## src/rtl/ifetch_pkg.sv

```systemverilog
// Shared types and constants for the instruction fetch stage.
// The FAULT state exists only when IFETCH_MISALIGN_EN is defined.
package ifetch_pkg;

   localparam int unsigned ADDR_W  = 32;
   localparam int unsigned INSTR_W = 32;
   localparam int unsigned PC_STEP = 4;

   typedef enum logic [1:0] {
      ST_IDLE  = 2'd0,
      ST_REQ   = 2'd1,
`ifdef IFETCH_MISALIGN_EN
      ST_HOLD  = 2'd2,
      ST_FAULT = 2'd3
`else
      ST_HOLD  = 2'd2
`endif
   } ifetch_state_e;

endpackage : ifetch_pkg

```

## src/rtl/instr_fetch.sv

```systemverilog
// Instruction fetch: memory request/ack on one side, valid/ready to decode on the other.
// Optional IFETCH_MISALIGN_EN adds a FAULT state and fault port for misaligned PCs.
module instr_fetch
   import ifetch_pkg::*;
#(
   parameter logic [ADDR_W-1:0] RESET_VECTOR = 32'h0000_0000
) (
   input  logic                clk,
   input  logic                reset,
   input  logic [ADDR_W-1:0]   pc,
   output logic [ADDR_W-1:0]   new_address,
   output logic                imem_req,
   output logic [ADDR_W-1:0]   imem_addr,
   input  logic                imem_ack,
   input  logic [INSTR_W-1:0]  imem_rdata,
   output logic                instr_valid,
   output logic [INSTR_W-1:0]  instr,
   output logic [ADDR_W-1:0]   instr_pc,
   input  logic                instr_ready,
`ifdef IFETCH_MISALIGN_EN
   output logic                fault,
`endif
   input  logic                redirect,
   input  logic [ADDR_W-1:0]   redirect_addr
);

   ifetch_state_e        state_q;
   logic [INSTR_W-1:0]   instr_q;
   logic [ADDR_W-1:0]    instr_pc_q;
   logic                 misalign_c;
   logic                 fetch_done_c;

`ifdef IFETCH_MISALIGN_EN
   assign misalign_c = (pc[1:0] != 2'b00);
   assign fault      = (state_q == ST_FAULT);
`else
   assign misalign_c = 1'b0;
`endif

   // A fetch completes only on a real request that memory acknowledges.
   assign fetch_done_c = (state_q == ST_REQ) && !misalign_c && imem_ack;

   assign imem_req    = (state_q == ST_REQ) && !misalign_c;
   assign imem_addr   = {pc[ADDR_W-1:2], 2'b00};
   assign instr_valid = (state_q == ST_HOLD);
   assign instr       = instr_q;
   assign instr_pc    = instr_pc_q;

   // Next-PC mux: reset beats redirect beats sequential advance.
   always_comb begin
      new_address = pc;
      if (fetch_done_c) begin
         new_address = pc + ADDR_W'(PC_STEP);
      end
      if (redirect) begin
         new_address = redirect_addr;
      end
      if (reset) begin
         new_address = RESET_VECTOR;
      end
   end

   always_ff @(posedge clk or posedge reset) begin
      if (reset) begin
         state_q    <= ST_IDLE;
         instr_q    <= '0;
         instr_pc_q <= '0;
      end else if (redirect) begin
         // Redirect discards any same-cycle rdata and restarts fetch.
         state_q <= ST_REQ;
      end else begin
         case (state_q)
            ST_IDLE: state_q <= ST_REQ;
            ST_REQ: begin
               if (misalign_c) begin
`ifdef IFETCH_MISALIGN_EN
                  state_q <= ST_FAULT;
`else
                  state_q <= ST_REQ;
`endif
               end else if (imem_ack) begin
                  state_q    <= ST_HOLD;
                  instr_q    <= imem_rdata;
                  instr_pc_q <= pc;
               end
            end
            ST_HOLD: begin
               if (instr_ready) begin
                  state_q <= ST_REQ;
               end
            end
`ifdef IFETCH_MISALIGN_EN
            ST_FAULT: state_q <= ST_FAULT;
`endif
            default: state_q <= ST_IDLE;
         endcase
      end
   end

endmodule : instr_fetch

```

## config.mk

```make
export PLATFORM = sky130hd
export DESIGN_NAME = instr_fetch
export DESIGN_NICKNAME = d
export VERILOG_FILES = /design/src/rtl/ifetch_pkg.sv /design/src/rtl/instr_fetch.sv
export SDC_FILE = /design/constraint.sdc
export NUM_CORES = 1
export LEC_CHECK = 0
export ABC_CLOCK_PERIOD_IN_PS = 4550
export BUFFER_PORTS_ARGS = -buffer_cell sky130_fd_sc_hd__buf_2
export CELL_PAD_IN_SITES_DETAIL_PLACEMENT = 1
export CELL_PAD_IN_SITES_GLOBAL_PLACEMENT = 2
export CORE_ASPECT_RATIO = 2
export CORE_MARGIN = 8
export CORE_UTILIZATION = 22
export DETAILED_ROUTE_END_ITERATION = 16
export PLACE_DENSITY_LB_ADDON = 0.1
export SETUP_SLACK_MARGIN = 0.2
export SLEW_MARGIN = 15
export SYNTH_ARGS = -nofsm -noshare
export SYNTH_HDL_FRONTEND = slang
export SYNTH_SLANG_ARGS = --single-unit
```

## constraint.sdc

```tcl
create_clock -name clk -period 4.55 [get_ports clk]
set_clock_uncertainty 0.15 [all_clocks]
set_input_delay 0.91 -clock clk [delete_from_list [all_inputs] [get_ports clk]]
set_output_delay 0.91 -clock clk [all_outputs]
set_load 0.02 [all_outputs]
```

==> results.txt <==
----------------------------------------------------
[Timing]
  FMAX ... 255.7 MHz
  Final setup TNS ... 0 ns
  Actual transition at the worst max-transition pin ... 0.8756 ns
  Final setup vio count ... 0
  Share of the cycle needed by the critical path after routing ... 85.94%
  Unrepaired setup endpoints after global routing ... no
  Final hold viol count ... 0
  Count of pins over their slew limit ... 0
  Relative slew slack ... 41.63%
  Final Critical Period ... 3.910 ns

[Route]
  Vias after detailed routing ... 3,647
  Detailed Routing Iterations Pass 1 ... 4
  Antenna Nets Post-Route ... 0
  Via count normalized by instance count ... 4.700
  Detailed-route DRC error count ... 0
  Average wire length per cell after detail routing ... 19.53 um
  Total Routed Length ... 15.15 mm
  Iteration-0 DRC Markers ... 121

[Clocking]
  CTS clock-pin slew for the worst setup and hold paths ... 0.05 ns
  Source-to-sink clock delay at the later pin of the worst-skew pair ... 0.33 ns
  Clock sink count ... 66
  Buffer type at the clock tree root ... sky130_fd_sc_hd__clkbuf_16
  # hold bufs at CTS ... 0
  TritonCTS clock tree ... done
  Resized cells post-CTS ... 0
  Htree depth ... 3
  Buffer count from post-CTS setup fixing ... 0
  Maximum root-to-sink buffer count ... 2
  Number of clock buffers inserted by TritonCTS ... 9

[Setup path]
  Type of element launching the critical path ... input pin
  Startpoint-to-endpoint class of the critical path ... input pin to primary output
  Endpoint arrival time on the critical path ... 2.85 ns
  Largest fanout of any net on the critical path ... 16
  Element type at the critical path end ... primary output
  Data required time at the worst endpoint ... ~3.5 ns

[Place]
  Detail Placement HPWL ... 11.84 mm
  Gpl congestion ... 0.6790
  Buffers on Ports ... roughly 230

[Global routing]
  GRT Residual Overflow ... 0
  GRT Overall Usage ... ~13%
  Number of antenna violations at the first check in global routing ... 1
  Global-route wire length before repair ... 23.30 mm
  Largest net degree at the start of global routing ... 65
  Via count of the first global-routing pass ... roughly 4,000

[Synthesis]
  Warnings from Yosys ... 0
  Post-synth top flop ... sky130_fd_sc_hd__dfrtp_1
  Count of cell types in the netlist ... 48
  Number of flops mapped to enable cells by yosys ... 0
  Synthesized instance count ... around 370
  Mapped Area ... 3913 sq um
  Sequential area share after synthesis ... 42.21%
  #FFs+latches synth ... 66
  Avg Cell Area, Syn ... approximately 11 sq um
  Fraction of registers with async set/reset ... 100.0%

[Layout]
  Number of nets in the final layout ... approximately 660
  Multi-input gate area ... 1912 sq um
  Fill cell instance count of the final layout ... 2,129
  Footprint of the flip-flops and latches ... 1652 sq um
  Post-route core utilization ... 30.08%
  Relative area change from synthesis to final layout ... 35.40%
  Most frequent standard cell in the layout excluding fill and tap cells ... sky130_fd_sc_hd__buf_2
  Highest-count cells in the layout ignoring fill and taps ... sky130_fd_sc_hd__buf_2, sky130_fd_sc_hd__dfrtp_1, sky130_fd_sc_hd__mux2_2, sky130_fd_sc_hd__nor2_1
  Layout cells sized above 1 ... a little under three fifths

[Power]
  Cell leakage power ... 2.478 nW
  Total power of the final layout ... 0.002171 W
  P per Cell Area ... between 400 and 500 nW/um^2
  Worst IR Drop VDD ... 239.2 uV

[Flow run]
  Number of maximum-capacitance violations ... 0

[Floorplan]
  Die footprint ... ~23,000 sq um
  Area inside the core boundary ... approximately 18,000 sq um
  Overall die height ... 204.6 um
  Die width ... 110.3 um
  Standard-cell row count ... 69
  Starting density of the core ... between 20 and 25%
  Boundary pin count ... ~230

[Worst hold path]
  Path class of the lowest-slack min-delay path ... flop to flop

[Outcome]
  Result of the run ... complete, no violations

----------------------------------------------------
[path summary, 6_finish.rpt]
| kind | slack (ns) | start | end | cells past startpoint |
|---|---|---|---|---|
| max | 0.64 | pc[18] | new_address[29] | 6 |
| min reg2reg | 0.35 | instr_pc[25]$_DFFE_PP0P_ | instr_pc[25]$_DFFE_PP0P_ | 1 |
| max in group asynchronous | 2.55 | reset | instr_pc[23]$_DFFE_PP0P_ | 4 |
| min in group asynchronous | 0.63 | reset | instr_pc[18]$_DFFE_PP0P_ | 3 |
| min | 0.35 | instr_pc[25]$_DFFE_PP0P_ | instr_pc[25]$_DFFE_PP0P_ | 1 |
| max reg2reg | 2.20 | state_q[1]$_DFFE_PP0P_ | instr[2]$_DFFE_PP0P_ | 4 |
[registers in the layout, indices dropped and copies added (netlist names)]
register and cells:
instr 32, state_q 2, instr_pc 32
[power by group]
group          switching (W)  leakage (nW)  internal [W]
logic               0.000444          1.56      0.000281
registers          0.0000648         0.777      0.000722
clock network       0.000244         0.138      0.000415
[critical path, cell delays in order]
cell and delay [ns]:
sky130_fd_sc_hd__buf_2 0.18, sky130_fd_sc_hd__and4_1 0.31, sky130_fd_sc_hd__nand4_2 0.36, sky130_fd_sc_hd__or4_1 0.57, sky130_fd_sc_hd__a311oi_1 0.29, sky130_fd_sc_hd__buf_2 0.23
[metrics by stage]
| step | area (sq um) | hold WS [ns] | setup slack, ns | cells |
|---|---|---|---|---|
| after floorplan | 3918 | 0.4439 | 0.5409 | 369 |
| after global placement | 5021 | 0.3355 | 0.7042 | 761 |
| after detailed placement | 5021 | 0.3403 | 0.6493 | 761 |
| after CTS | 5295 | 0.3525 | 0.6462 | 775 |
| after global routing | 5295 | 0.3642 | 0.4872 | 775 |
| final | 5298 | 0.3483 | 0.6396 | 776 |
[synth_stat cells, types with 4 or more instances]
library cell	n	share of area [%]
sky130_fd_sc_hd__nor2_1	27	2.6
sky130_fd_sc_hd__or4_1	11	2.1
sky130_fd_sc_hd__xnor2_1	5	1.1
sky130_fd_sc_hd__mux2_2	64	18
sky130_fd_sc_hd__clkbuf_1	8	0.77
sky130_fd_sc_hd__and3_1	6	0.96
sky130_fd_sc_hd__a211oi_1	8	1.5
sky130_fd_sc_hd__xor2_1	5	1.1
sky130_fd_sc_hd__nand2_1	14	1.3
sky130_fd_sc_hd__dfrtp_1	66	42
sky130_fd_sc_hd__o21ai_0	9	1.2
sky130_fd_sc_hd__and4_1	4	0.90
sky130_fd_sc_hd__a311oi_1	14	3.1
sky130_fd_sc_hd__nand4_1	10	1.6
sky130_fd_sc_hd__inv_1	4	0.38
sky130_fd_sc_hd__buf_4	33	6.3
sky130_fd_sc_hd__o31ai_1	10	1.9
sky130_fd_sc_hd__nand3_1	13	1.7
sky130_fd_sc_hd__or3_1	8	1.3
sky130_fd_sc_hd__buf_2	9	1.2
[area by class of cell]
| type | count | share of cell area, % |
|---|---|---|
| sequential | 66 | 31.18 |
| clock buffer | 10 | 4.322 |
| multi-input combinational | 245 | 36.09 |
| inverter | 5 | 0.3779 |
| clock inverter | 4 | 0.8503 |
| tap | 213 | 5.031 |
| antenna | 1 | 0.04724 |
| timing repair buffer | 232 | 22.11 |
[layer usage]
| metal | GRT usage [%] | wire length (um) | up-vias |
|---|---|---|---|
| met5 | 0 | 0 | - |
| met4 | 4.600 | 182 | 0 |
| met3 | 5.041 | 1521 | 7 |
| met2 | 20.13 | 6908 | 148 |
| met1 | 17.26 | 6542 | 1768 |
| li1 | - | - | 1724 |
[logic make-up (layout without fill, tap and decap cells)]
kind of cell,after synthesis,count (layout),share of synthesized area [%]
and+or+nand+nor,115,115,17.11
xor gates and xnor gates,10,10,2.238
buffers and inverters,58,251,9.210
adders and majority gates,1,1,0.3197
other,1,3,0.09585
AOI/OAI and AO/OA,51,51,9.882
DFF,66,66,42.21
muxes,66,66,18.93
(Power assumes the default switching activity.)
